--- config.mk ---
export PLATFORM = sky130hd
export DESIGN_NAME = reg_file_write_port
export DESIGN_NICKNAME = d
export VERILOG_FILES = /design/src/rtl/reg_file_write_port_pkg.sv /design/src/rtl/reg_file_write_port_decoder_3_8.sv /design/src/rtl/reg_file_write_port.sv
export SDC_FILE = /design/constraint.sdc
export NUM_CORES = 1
export LEC_CHECK = 0
export ABC_CLOCK_PERIOD_IN_PS = 7900
export BUFFER_PORTS_ARGS = -buffer_cell sky130_fd_sc_hd__buf_2
export CAP_MARGIN = 20
export CORE_MARGIN = 8
export CORE_UTILIZATION = 56
export DETAILED_ROUTE_END_ITERATION = 6
export PLACE_DENSITY = 0.84
export SLEW_MARGIN = 20
export SYNTH_ARGS = -nofsm -noshare
export SYNTH_HDL_FRONTEND = slang
export SYNTH_SLANG_ARGS = --single-unit
--- constraint.sdc ---
create_clock -name clk -period 7.9 [get_ports clk]
set_clock_uncertainty 0.2 [all_clocks]
set_input_delay 1.58 -clock clk [delete_from_list [all_inputs] [get_ports clk]]
set_output_delay 1.58 -clock clk [all_outputs]
set_load 0.1 [all_outputs]
--- src/rtl/reg_file_write_port_pkg.sv ---
// Shared widths, reset value and write-queue entry layout for the LC-3 register file.
// The writeback stage reuses wr_entry_t when it builds a request.
package reg_file_write_port_pkg;
  localparam int DATA_W   = 16;
  localparam int ADDR_W   = 3;
  localparam int NUM_REGS = 8;
  localparam logic [DATA_W-1:0] RESET_VAL = 16'h0000;

  typedef struct packed {
    logic [ADDR_W-1:0] addr;
    logic [DATA_W-1:0] data;
  } wr_entry_t;
endpackage

--- src/rtl/reg_file_write_port_decoder_3_8.sv ---
// One-hot destination decoder; the write-side counterpart of the 8:1 read mux.
module decoder_3_8 #(
  parameter int ADDR_W   = reg_file_write_port_pkg::ADDR_W,
  parameter int NUM_REGS = reg_file_write_port_pkg::NUM_REGS
) (
  input  logic [ADDR_W-1:0]   addr,
  input  logic                en,
  output logic [NUM_REGS-1:0] onehot
);
  genvar gi;
  generate
    for (gi = 0; gi < NUM_REGS; gi++) begin : g_dec
      assign onehot[gi] = en && (addr == ADDR_W'(gi));
    end
  endgenerate
endmodule

--- src/rtl/reg_file_write_port.sv ---
// LC-3 register-file write port: 2-entry in-order write queue, one commit per
// cycle into r0..r7, with per-register pending flags for interlock logic.
module reg_file_write_port #(
  parameter int DATA_W     = reg_file_write_port_pkg::DATA_W,
  parameter int ADDR_W     = reg_file_write_port_pkg::ADDR_W,
  parameter int NUM_REGS   = reg_file_write_port_pkg::NUM_REGS,
  parameter int FIFO_DEPTH = 2
) (
  input  logic                clk,
  input  logic                reset,
  input  logic                wr_valid,
  output logic                wr_ready,
  input  logic [ADDR_W-1:0]   wr_addr,
  input  logic [DATA_W-1:0]   wr_data,
  input  logic                stall,
  output logic [DATA_W-1:0]   r0,
  output logic [DATA_W-1:0]   r1,
  output logic [DATA_W-1:0]   r2,
  output logic [DATA_W-1:0]   r3,
  output logic [DATA_W-1:0]   r4,
  output logic [DATA_W-1:0]   r5,
  output logic [DATA_W-1:0]   r6,
  output logic [DATA_W-1:0]   r7,
  output logic [NUM_REGS-1:0] pending,
  output logic                commit_valid,
  output logic [ADDR_W-1:0]   commit_addr,
  output logic                busy
);
  import reg_file_write_port_pkg::*;

  localparam logic [1:0] DEPTH = 2'(FIFO_DEPTH);

  wr_entry_t           fifo_reg [2];
  logic                rd_ptr_reg;
  logic                wr_ptr_reg;
  logic [1:0]          count_reg;
  logic [DATA_W-1:0]   regs_reg [NUM_REGS];
  logic                commit_valid_reg;
  logic [ADDR_W-1:0]   commit_addr_reg;

  wr_entry_t           head;
  logic                push;
  logic                pop;
  logic [NUM_REGS-1:0] we;
  logic                entry_valid [2];
  logic [NUM_REGS-1:0] entry_oh    [2];

  // Readiness is based on the current count only, never on a same-cycle commit.
  assign wr_ready = !reset && (count_reg < DEPTH);
  assign push     = wr_valid && wr_ready;
  assign pop      = (count_reg != 2'd0) && !stall;
  assign head     = fifo_reg[rd_ptr_reg];

  decoder_3_8 #(
    .ADDR_W  (ADDR_W),
    .NUM_REGS(NUM_REGS)
  ) u_dec (
    .addr  (head.addr),
    .en    (pop),
    .onehot(we)
  );

  always_ff @(posedge clk) begin
    if (push) begin
      fifo_reg[wr_ptr_reg] <= '{addr: wr_addr, data: wr_data};
    end
  end

  always_ff @(posedge clk) begin
    if (reset) begin
      rd_ptr_reg       <= 1'b0;
      wr_ptr_reg       <= 1'b0;
      count_reg        <= 2'd0;
      commit_valid_reg <= 1'b0;
      commit_addr_reg  <= '0;
    end else begin
      if (push) wr_ptr_reg <= wr_ptr_reg + 1'b1;
      if (pop)  rd_ptr_reg <= rd_ptr_reg + 1'b1;
      case ({push, pop})
        2'b10:   count_reg <= count_reg + 2'd1;
        2'b01:   count_reg <= count_reg - 2'd1;
        default: count_reg <= count_reg;
      endcase
      commit_valid_reg <= pop;
      if (pop) commit_addr_reg <= head.addr;
    end
  end

  genvar gi;
  generate
    for (gi = 0; gi < NUM_REGS; gi++) begin : g_regs
      always_ff @(posedge clk) begin
        if (reset) begin
          regs_reg[gi] <= RESET_VAL;
        end else if (we[gi]) begin
          regs_reg[gi] <= head.data;
        end
      end
    end

    // An entry is live if the queue is full, or it is the single entry at the head.
    for (gi = 0; gi < 2; gi++) begin : g_pend
      assign entry_valid[gi] = (count_reg == 2'd2) ||
                               ((count_reg == 2'd1) && (rd_ptr_reg == 1'(gi)));
      assign entry_oh[gi]    = entry_valid[gi] ? (NUM_REGS'(1) << fifo_reg[gi].addr) : '0;
    end
  endgenerate

  assign pending      = entry_oh[0] | entry_oh[1];
  assign busy         = (count_reg != 2'd0);
  assign commit_valid = commit_valid_reg;
  assign commit_addr  = commit_addr_reg;

  assign r0 = regs_reg[0];
  assign r1 = regs_reg[1];
  assign r2 = regs_reg[2];
  assign r3 = regs_reg[3];
  assign r4 = regs_reg[4];
  assign r5 = regs_reg[5];
  assign r6 = regs_reg[6];
  assign r7 = regs_reg[7];
endmodule

==> results of run 1 <==
worst max-delay path: cells and delay by family:
family	cells	cell delay (ns)
AND/OR/NAND/NOR	1	0.17
buffers and inverters	2	0.65
logic make-up after synthesis:
group | count (synthesis)
AO/OA/AOI/OAI | 31
XOR/XNOR | 4
adder cells (fa/ha/maj) | 4
buffers and inverters | 18
flip-flops | 175
multiplexers | 20
AND/OR/NAND/NOR | 167
power groups by stage:
stage	sequential (W)	clock [W]	combinational [W]
6_report	0.00113	0.000858	0.000788
5_1_grt	0.00114	0.000901	0.000819
4_1_cts	0.00113	0.000865	0.000789
3_5_place_dp	0.00115	0	0.000784
3_3_place_gp	0.00115	0	0.000771
2_1_floorplan	0.00151	0	0.000274
worst max-delay path by stage:
stage | from | endpoint | slack (ns) | cells after the start
finish | reset | wr_ready | 3.71 | 3
global route | reset | wr_ready | 3.62 | 3
CTS | reset | wr_ready | 3.71 | 3
detailed placement | reset | wr_ready | 3.71 | 3
global placement | reset | wr_ready | 3.73 | 3
floorplan | count_reg[1] | pending[1] | 2.96 | 5
Yosys cell counts (all sizes together):
cell type  number
clkbuf          2
o32ai           2
xor2            2
mux2i          19
nor3            2
o211ai          8
nor2b           2
and3            2
or2             1
a21o            1
edfxtp        166
ha              4
nor2          143
nor3b           3
a211oi          4
mux2            1
dfxtp           9
o21bai          9
inv             4
nand2b          4
xnor2           2
nand2           6
buf            12
o21ai           1
and3b           3
o22ai           6
nand3           1
layout make-up:
| cell class | instances | area (um^2) | area share (%) |
|---|---|---|---|
| clock buffers | 18 | 429.2 | 5.286 |
| multi-input cells | 226 | 1207 | 14.87 |
| inverters | 4 | 15.01 | 0.1849 |
| clock inverters | 14 | 186.4 | 2.296 |
| flip-flops and latches | 175 | 5165 | 63.62 |
| well taps | 143 | 178.9 | 2.204 |
| repair buffers | 179 | 937.1 | 11.54 |
metrics by stage:
step / worst slack (ns) / hold slack, ns / cells / util, % / instance area [um^2]
3_3_place_gp: 3.731 / 0.2896 / 720 / 65.78 / 7447
5_1_grt: 3.618 / 0.3197 / 759 / 71.72 / 8119
3_5_place_dp: 3.710 / 0.2951 / 724 / 66.08 / 7481
2_1_floorplan: 2.965 / 0.2984 / 419 / - / 6446
6_report: 3.714 / 0.3057 / 759 / 71.72 / 8119
4_1_cts: 3.712 / 0.3071 / 756 / 71.52 / 8097
per-layer routing:
metal,routed length [um],global-route usage (%),vias up
met5,0,0,-
met4,438,10.91,0
met3,1333,6.073,36
met2,7807,33.42,229
met1,5731,23.97,1992
li1,-,-,1888
cell usage in the layout, fill, tap and decap left out, types with 2 or more instances in the layout:
master	instances
edfxtp_1	166
buf_2	164
nor2_1	143
mux2i_1	19
clkbuf_16	17
buf_4	12
dfxtp_1	9
o211ai_1	8
nand2_1	6
o21bai_1	6
o22ai_1	6
inv_1	4
nand2b_1	4
a211oi_1	4
ha_1	4
clkinv_4	4
nor3b_1	3
and3b_1	3
o21bai_2	3
bufinv_16	3
clkinvlp_4	3
nor2b_1	2
o32ai_1	2
and3_1	2
xor2_1	2
xnor2_1	2
inv_6	2
clkbuf_4	2
==> reports/results.ini, run 1 <==
[cts]
cts.sinks = 175
root_buffer = clkbuf_16
clk_pin_slew_ns = 0.07
cts_htree_levels = 4
clkLatencyLatePin_ns = 0.42
post_cts_buffers = 0
max-clock-path-buffers = 2
cts-buffers-inserted = 17
hold_buffers = 0
cts_tree = built
postCtsResizedCells = 0

[die]
die_h_um = 123.3
die_w_um = 123.3
dieArea_um2 = 15200
ios = 165
initial_utilization_pct = 56.94
core_um2 = 11320
rows = 39

[pwr]
powerDensity_nw_per_um2 = 342.5
ir_worst_vdd_v = 0.0001727
power_leakage_nw = 3.364
p_seq_share_pct = 40.8
switching_share_pct = 38.11
power_w = 0.002780
p_switching_w = 0.001060
p_int_w = 0.001721
power_frac_comb_pct = 28.3
power_frac_clock_pct = 30.9

[layout]
fin_nets = 630
antenna_cells = 0
largest_reg_flops = 128
synthToLayoutAreaGrowth_pct = 25.95
nFillCells = 752
layout-drive-gt1-share_pct = 35.06

[worst_setup_path]
rr_worst_depth = 5
reg2reg_slack_ns = 5.04
crit_path_start_kind = input port
rr_endpoint = regs_reg[1][16]
regToRegStartpoint = count_reg[1]
critPathRequiredTime_ns = 6.12
crit_fanout = 18
worstSetupEndpointType = output port
crit_path_max_incr_delay_ns = 0.45
crit_chain = buf_2, nor2_1, buf_2
crit_type = in2out
crit_top_cell = buf_2
cp_data_arrival_time_ns = 2.41
slowest_stage = buf_2

[global_routing]
grt_overflow = 0
grt_usage_pct = 20.41
grt_pass1_vias = 4136
grt_pass1_wl_um = 22830
grt_max_degree = 29
antenna_found_initial = 0

[synth]
synth_top_family_by_area = simple AND/OR/NAND/NOR gates
muxShareOfSynthArea_pct = 3.125
synthCells = 419
synth_top_cell_by_area = edfxtp_1
netlist_area_um2 = 6446
ys_seq_area_share_pct = 80.12
yosys.area_share.simple_pct = 10.62
yosys-top-cells-area = edfxtp_1, nor2_1, mux2i_1
ys_types = 29
synth_area_per_cell_um2 = 15.38
synth_compound_area_share_pct = 3.494
synth_fp_nets = 446
synth_xor_area_share_pct = 0.5435
synth-seq-cells = 175
yosys.area_share.adder_pct = 0.7764
yosysTopAreaCellShare_pct = 77.33
yosys_warnings = 0

[flow_run]
cap_violations = 0

[timing]
slew_headroom_pct = 35.18
drv_slew = 0
period_share_pct = 52.98
hold_viol_final = 0
max_slew.worst_pin.slew_ns = 0.9453
setup_tns_ns = 0
setup_violations = 0
rsz0062_at_grt = no
layout_min_cycle_time_ns = 4.186
max_freq_mhz = 238.9

[hold_path]
hold_path.class = reg2reg
holdPathEnd = commit_addr[0]
hp-start = commit_addr[0]
holdPathStages = 2

[place]
globalplace.congestion = 0.8506
dp_hpwl_um = 10990
port_buffers = 164

[drt]
drtIter0Drc = 610
drt-pass1-iter-count = 6
ant_nets = 0
drc_errors = 0
drt-wirelength-per-cell_um = 20.17
wirelength_um = 15310
vias = 4145
via_per_inst = 5.461

[status]
status = finished, final reports clean

No activity file was read; power rests on OpenSTA's default activity.
==> run 2: changes to the inputs <==
Settings changed: ABC_AREA set to 1, ABC_CLOCK_PERIOD_IN_PS 7900 to 3400, CORE_UTILIZATION 56 to 48, PLACE_DENSITY 0.84 to 0.76.
Clock period 7.9 ns to 3.4 ns, I/O delays scaled along.
==> run 2 against run 1 <==
  * Register-to-register slack got worse by 4.1 ns
  * Worst hold slack worse by 0.063 ns
  * Total power grew 140%
  * Clock power rose by 120%
  * Count of clock-buffer cells in the layout stayed put
  * Combinational power increased to 2.6 times the previous value
  * First-iteration DRC count down 31%
==> reports/results.ini, run 2 <==
[status]
status = finished, final reports clean

[synth]
yosysTopAreaCellShare_pct = 74.31  ; -3.0 points
synth_area_per_cell_um2 = 14.81  ; -3.8%
synth_top_cell_by_area = edfxtp_1
synth.most_common_cell = edfxtp_1
synth-seq-cells = 175  ; unchanged
netlist_area_um2 = 6708  ; +4.1%
synthTopCellsByCount = edfxtp_1, nor2_1, nand2_1
yosys-top-cells-area = edfxtp_1, nor2_1, dfxtp_1
ys_types = 23  ; -21%
ys.flop_type = edfxtp_1
synth_fp_nets = 480  ; +7.6%
synthCells = 453  ; +8.1%
async_flop_share_pct = 0  ; unchanged
synth_edf_count = 166  ; unchanged
yosys_warnings = 0  ; unchanged
ys_seq_area_share_pct = 77.00  ; -3.1 points

[die]
dieArea_um2 = 18010  ; +19%
die_h_um = 134.2  ; +8.9%
ios = 165  ; unchanged
core_um2 = 13770  ; +22%
rows = 43  ; +10%
initial_utilization_pct = 48.70  ; -8.2 points
die_w_um = 134.2  ; +8.9%

[cts]
clk_pin_slew_ns = 0.06  ; about the same
post_cts_buffers = 0  ; unchanged
root_buffer = clkbuf_16
cts.sinks = 175  ; unchanged
cts_tree = built
hold_buffers = 0  ; unchanged
cts-buffers-inserted = 17  ; unchanged
clkLatencyLatePin_ns = 0.42  ; about the same
cts_htree_levels = 4  ; unchanged
max-clock-path-buffers = 2  ; unchanged
postCtsResizedCells = 0  ; unchanged

[timing]
rsz0062_at_grt = no
period_share_pct = 89.15
max_freq_mhz = 329.9
fin_ws_ns = 0.3690  ; -3.345 ns
drv_slew = 0  ; unchanged
hold-worst-slack_ns = 0.2423  ; -0.06342 ns
setup_tns_ns = 0  ; unchanged
slew_headroom_pct = 26.42  ; -8.8 points
layout_min_cycle_time_ns = 3.031
max_slew.worst_pin.slew_ns = 1.073  ; +0.1277 ns
setup_violations = 0  ; unchanged
hold_viol_final = 0  ; unchanged

[flow_run]
cap_violations = 0  ; unchanged

[drt]
drtIter0Drc = 419  ; -31%
drt-wirelength-per-cell_um = 18.51  ; -8.2%
dr_wl_met2_um = 7523  ; -3.6%
highest_layer = met4
ant_nets = 0  ; unchanged
wl_met3_um = 1244  ; -6.7%
met1_length_um = 6054  ; +5.6%
drt-pass1-iter-count = 5  ; -1
via_per_inst = 5.080  ; -7.0%
vias = 4181  ; +0.87%
wirelength_um = 15230  ; -0.50%
drc_errors = 0  ; unchanged

[layout]
final_common_cell = edfxtp_1
multi_input_area_um2 = 1358  ; +12%
largest_reg_flops = 128  ; unchanged
seqCellArea_um2 = 5165  ; unchanged
nFillCells = 1072  ; +43%
fin_nets = 657  ; +4.3%
mostFrequentLayoutCells = edfxtp_1, buf_2, nor2_1, nand2_1, clkbuf_16
antenna_cells = 0  ; unchanged
layout-drive-gt1-share_pct = 37.33  ; +2.3 points
stdcell_count = 823  ; +8.4%
synthToLayoutAreaGrowth_pct = 23.00

[place]
dp_hpwl_um = 11250  ; +2.4%
port_buffers = 164  ; unchanged
place_worst_setup_slack_ns = 0.6825  ; -3.027 ns
place_inst = 791  ; +9.3%
globalplace.congestion = 0.8063  ; -5.2%

[worst_setup_path]
critPathRequiredTime_ns = 2.52  ; -3.60 ns
cp_data_arrival_time_ns = 2.15  ; -0.26 ns
rr_worst_depth = 7  ; +2
crit_fanout = 8  ; -10
crit_path_start_kind = flop
reg2reg_slack_ns = 0.97  ; -4.07 ns
endpoint = pending[4]
worstSetupEndpointType = output port
rr_endpoint = regs_reg[1][6]
regToRegStartpoint = count_reg[1]
cp-startpoint = count_reg[1]
crit_type = reg2out

[pwr]
ir_worst_vdd_v = 0.0003367  ; +95%
powerDensity_nw_per_um2 = 796.2  ; +130%
power_leakage_nw = 3.473  ; +3.2%
power_w = 0.006569  ; +140%

[global_routing]
antenna_found_initial = 0  ; unchanged
grt_usage_pct = 16.95  ; -3.5 points
grt_pass1_vias = 4043  ; -2.2%
grt_pass1_wl_um = 22670  ; -0.70%
grt_max_degree = 24  ; -17%
grt_overflow = 0  ; unchanged

[hold_path]
holdPathStages = 1  ; -1
hold_path.class = in2reg

run 2: layout make-up:
cell class | instances | area share (%)
sequential | 175 | 62.60
multi-input combinational | 248 | 16.45
timing repair buffer | 170 | 10.49
clock buffer | 18 | 5.202
tap | 180 | 2.730
clock inverter | 14 | 1.699
inverter | 18 | 0.8189
run 2: logic make-up (layout without fill, tap and decap cells):
family,Yosys count,after routing,synth area share [%]
AND/OR/NAND/NOR,212,212,15.54
flip-flops,175,175,77.00
buffers and inverters,30,220,2.910
multiplexers,16,16,2.555
AO/OA/AOI/OAI,15,15,1.119
adder cells (fa/ha/maj),4,4,0.7462
XOR/XNOR,1,1,0.1306
run 2: critical path, cell delays in order (launching register included):
cell	delay (ns)
dfxtp_1	0.33
inv_1	0.11
ha_1	0.15
inv_1	0.05
o21ai_1	0.41
nand3_1	0.15
nand2_1	0.10
buf_2	0.42
run 2: worst min-delay path by stage:
stage	start	to	slack (ns)
after global placement	wr_ptr_reg	wr_ptr_reg	0.31
final	wr_data[8]	fifo_reg[1][8]	0.24
after floorplan	rd_ptr_reg	flop	0.28
after global routing	wr_data[14]	fifo_reg[1][14]	0.23
after detailed placement	rd_ptr_reg	rd_ptr_reg	0.31
after CTS	wr_data[8]	fifo_reg[1][8]	0.22
run 2: layer usage:
metal  global-route usage, %  up-vias
li1                        -     1948
met1                   20.22     1995
met5                       0        -
met3                   4.936       32
met4                   8.359        0
met2                   27.59      206
run 2: where the power goes:
part	switching (W)	total, W	internal, W
sequential	0.0000775	0.00265	0.00258
combinational	0.00177	0.00206	0.000282
clock	0.000783	0.00186	0.00108
run 2: per-stage QoR:
stage	instance area [um^2]	util, %
6_report	8250	59.90
5_1_grt	8250	59.90
3_5_place_dp	7677	55.74
2_1_floorplan	6710	-
4_1_cts	8247	59.87
3_3_place_gp	7674	55.71
==> run 3: changes to the inputs <==
Settings changed: ABC_AREA 1 to not set, CORE_UTILIZATION 48 to 47, PLACE_DENSITY 0.76 to 0.75, SLEW_MARGIN 20 to not set.
==> run 3 against run 2 <==
  * First-iteration DRC count down 9.8%
  * Flip-flop and latch count unchanged
  * Count of clock-buffer cells in the layout down 1
  * Maximum frequency up 1.3%
  * Global-route usage down 0.42 points
  * Non-clock buffer count up 15
  * Register-to-register slack worse by 0.03 ns
  * Sequential share of layout area up 0.31 points
  * Cell count down 3.0%
  * Wire length down 3.1%
  * Critical path depth down 1
==> reports/results.ini, run 3 (synthesis results as in run 1) <==
[pwr]
p_seq_share_pct = 41.2  ; +0.8 points
p_int_w = 0.003958  ; +0.59%
switching_share_pct = 38.40  ; -1.7 points
powerDensity_nw_per_um2 = 782.6  ; -1.7%
p_switching_w = 0.002467  ; -6.3%
power_leakage_nw = 3.395  ; -2.3%
power_frac_comb_pct = 28.6  ; -2.7 points
power_frac_clock_pct = 30.2  ; +1.9 points
ir_worst_vdd_v = 0.0003364  ; about the same

[place]
port_buffers = 164  ; unchanged
dpl-instance-area_um2 = 7592  ; -1.1%
place_inst = 764  ; -3.4%
dp_hpwl_um = 10900  ; -3.1%
globalplace.congestion = 0.8969  ; +11%

[timing]
setup_tns_ns = 0  ; unchanged
hold-worst-slack_ns = 0.2500  ; +0.007728 ns
max_slew.worst_pin.slew_ns = 0.9847  ; -0.08834 ns
drv_slew = 0  ; unchanged
rsz0062_at_grt = no
hold_viol_final = 0  ; unchanged
setup_violations = 0  ; unchanged
slew_headroom_pct = 32.48  ; +6.1 points
period_share_pct = 87.97  ; -1.2 points
max_freq_mhz = 334.3  ; +1.3%
layout_min_cycle_time_ns = 2.991  ; -0.03991 ns

[drt]
drc_errors = 0  ; unchanged
ant_nets = 0  ; unchanged
drt-pass1-iter-count = 5  ; unchanged
drtIter0Drc = 378  ; -9.8%
vias = 4026  ; -3.7%
wirelength_um = 14760  ; -3.1%
via_per_inst = 5.045  ; -0.69%
drt-wirelength-per-cell_um = 18.49  ; about the same

[layout]
largest_reg_flops = 128  ; unchanged
utilization_pct = 61.75  ; +1.9 points
nFillCells = 974  ; -9.1%
fin_nets = 636  ; -3.2%
synthToLayoutAreaGrowth_pct = 27.37
multi_input_area_um2 = 1229  ; -9.5%
final_area_um2 = 8210  ; -0.49%
final_common_cell = edfxtp_1
seqCellArea_um2 = 5165  ; unchanged
mostFrequentLayoutCells = edfxtp_1, buf_2, nor2_1, buf_4, mux2i_1
stdcell_count = 798  ; -3.0%
antenna_cells = 0  ; unchanged
layout-drive-gt1-share_pct = 36.50  ; -0.83 points

[worst_setup_path]
critPathRequiredTime_ns = 2.52  ; about the same
cp_data_arrival_time_ns = 2.11  ; -0.04 ns
crit_chain = inv_1, ha_1, nor2b_1, o21ai_0, o22ai_1, buf_2
crit_path_max_incr_delay_ns = 0.41  ; about the same
crit_type = reg2out
slowest_stage = o21ai_0
critPathTopFamily = compound AO/OA/AOI/OAI gates
crit_path_start_kind = flop
worstSetupEndpointType = output port
crit_buf_inv = 2  ; -1
crit_fanout = 4  ; -4

[cts]
cts_tree = built
hold_buffers = 0  ; unchanged
cts.sinks = 175  ; unchanged
clk_pin_slew_ns = 0.06  ; about the same
cts_htree_levels = 4  ; unchanged
root_buffer = clkbuf_16
clkLatencyLatePin_ns = 0.42  ; about the same
postCtsResizedCells = 0  ; unchanged
max-clock-path-buffers = 2  ; unchanged
cts-buffers-inserted = 17  ; unchanged
post_cts_buffers = 0  ; unchanged

[global_routing]
grt_max_degree = 20  ; -17%
grt_pass1_wl_um = 22360  ; -1.4%
grt_overflow = 0  ; unchanged
antenna_found_initial = 0  ; unchanged
grt_pass1_vias = 3993  ; -1.2%
grt_usage_pct = 16.53  ; -0.42 points

[die]
dieArea_um2 = 17720  ; -1.6%
die_h_um = 133.1  ; -0.82%
die_w_um = 133.1  ; -0.82%
initial_utilization_pct = 48.48  ; -0.22 points
rows = 42  ; -2.3%
ios = 165  ; unchanged
core_um2 = 13300  ; -3.5%

[flow_run]
cap_violations = 0  ; unchanged

[status]
status = finished, final reports clean

[hold_path]
hold_path.class = in2reg

[run 3: cell type report]
type | instances | area share [%]
flip-flops and latches | 175 | 62.91
multi-input cells | 226 | 14.96
repair buffers | 185 | 11.92
well taps | 176 | 2.682
clock buffers | 17 | 5.181
inverters | 4 | 0.1829
clock inverters | 15 | 2.164
[run 3: power groups by stage]
stage | Sequential (W) | Combinational (W) | Clock [W]
after floorplan | 0.00352 | 0.000644 | 0
after global placement | 0.00269 | 0.00183 | 0
after detailed placement | 0.00270 | 0.00184 | 0
after CTS | 0.00265 | 0.00185 | 0.00197
after global routing | 0.00267 | 0.00192 | 0.00205
final | 0.00265 | 0.00184 | 0.00194
[run 3: path summary, 6_finish.rpt]
kind / cells past startpoint / startpoint / slack (ns) / to
worst max register to register: 3 / flop / 0.94 / regs_reg[0][10]
worst min register to register: 2 / commit_addr[2] / 0.31 / commit_addr[2]
worst max-delay path: 6 / count_reg[1] / 0.41 / pending[5]
worst min-delay path: 1 / wr_data[5] / 0.25 / fifo_reg[1][5]
[run 3: layer usage]
layer	up-vias	global-route usage [%]	share of wire (%)
met1	1901	19.93	40
met3	26	5.414	8.6
met2	202	26.16	49
met5	-	0	0
li1	1897	-	-
met4	0	8.484	2.4
[run 3: stage by stage]
stage          total power (W)  setup slack (ns)
6_report              0.006426            0.4089
5_1_grt               0.006638            0.2869
4_1_cts               0.006469            0.3942
3_5_place_dp          0.004540            0.8120
3_3_place_gp          0.004518            0.8902
2_1_floorplan         0.004160            0.1187
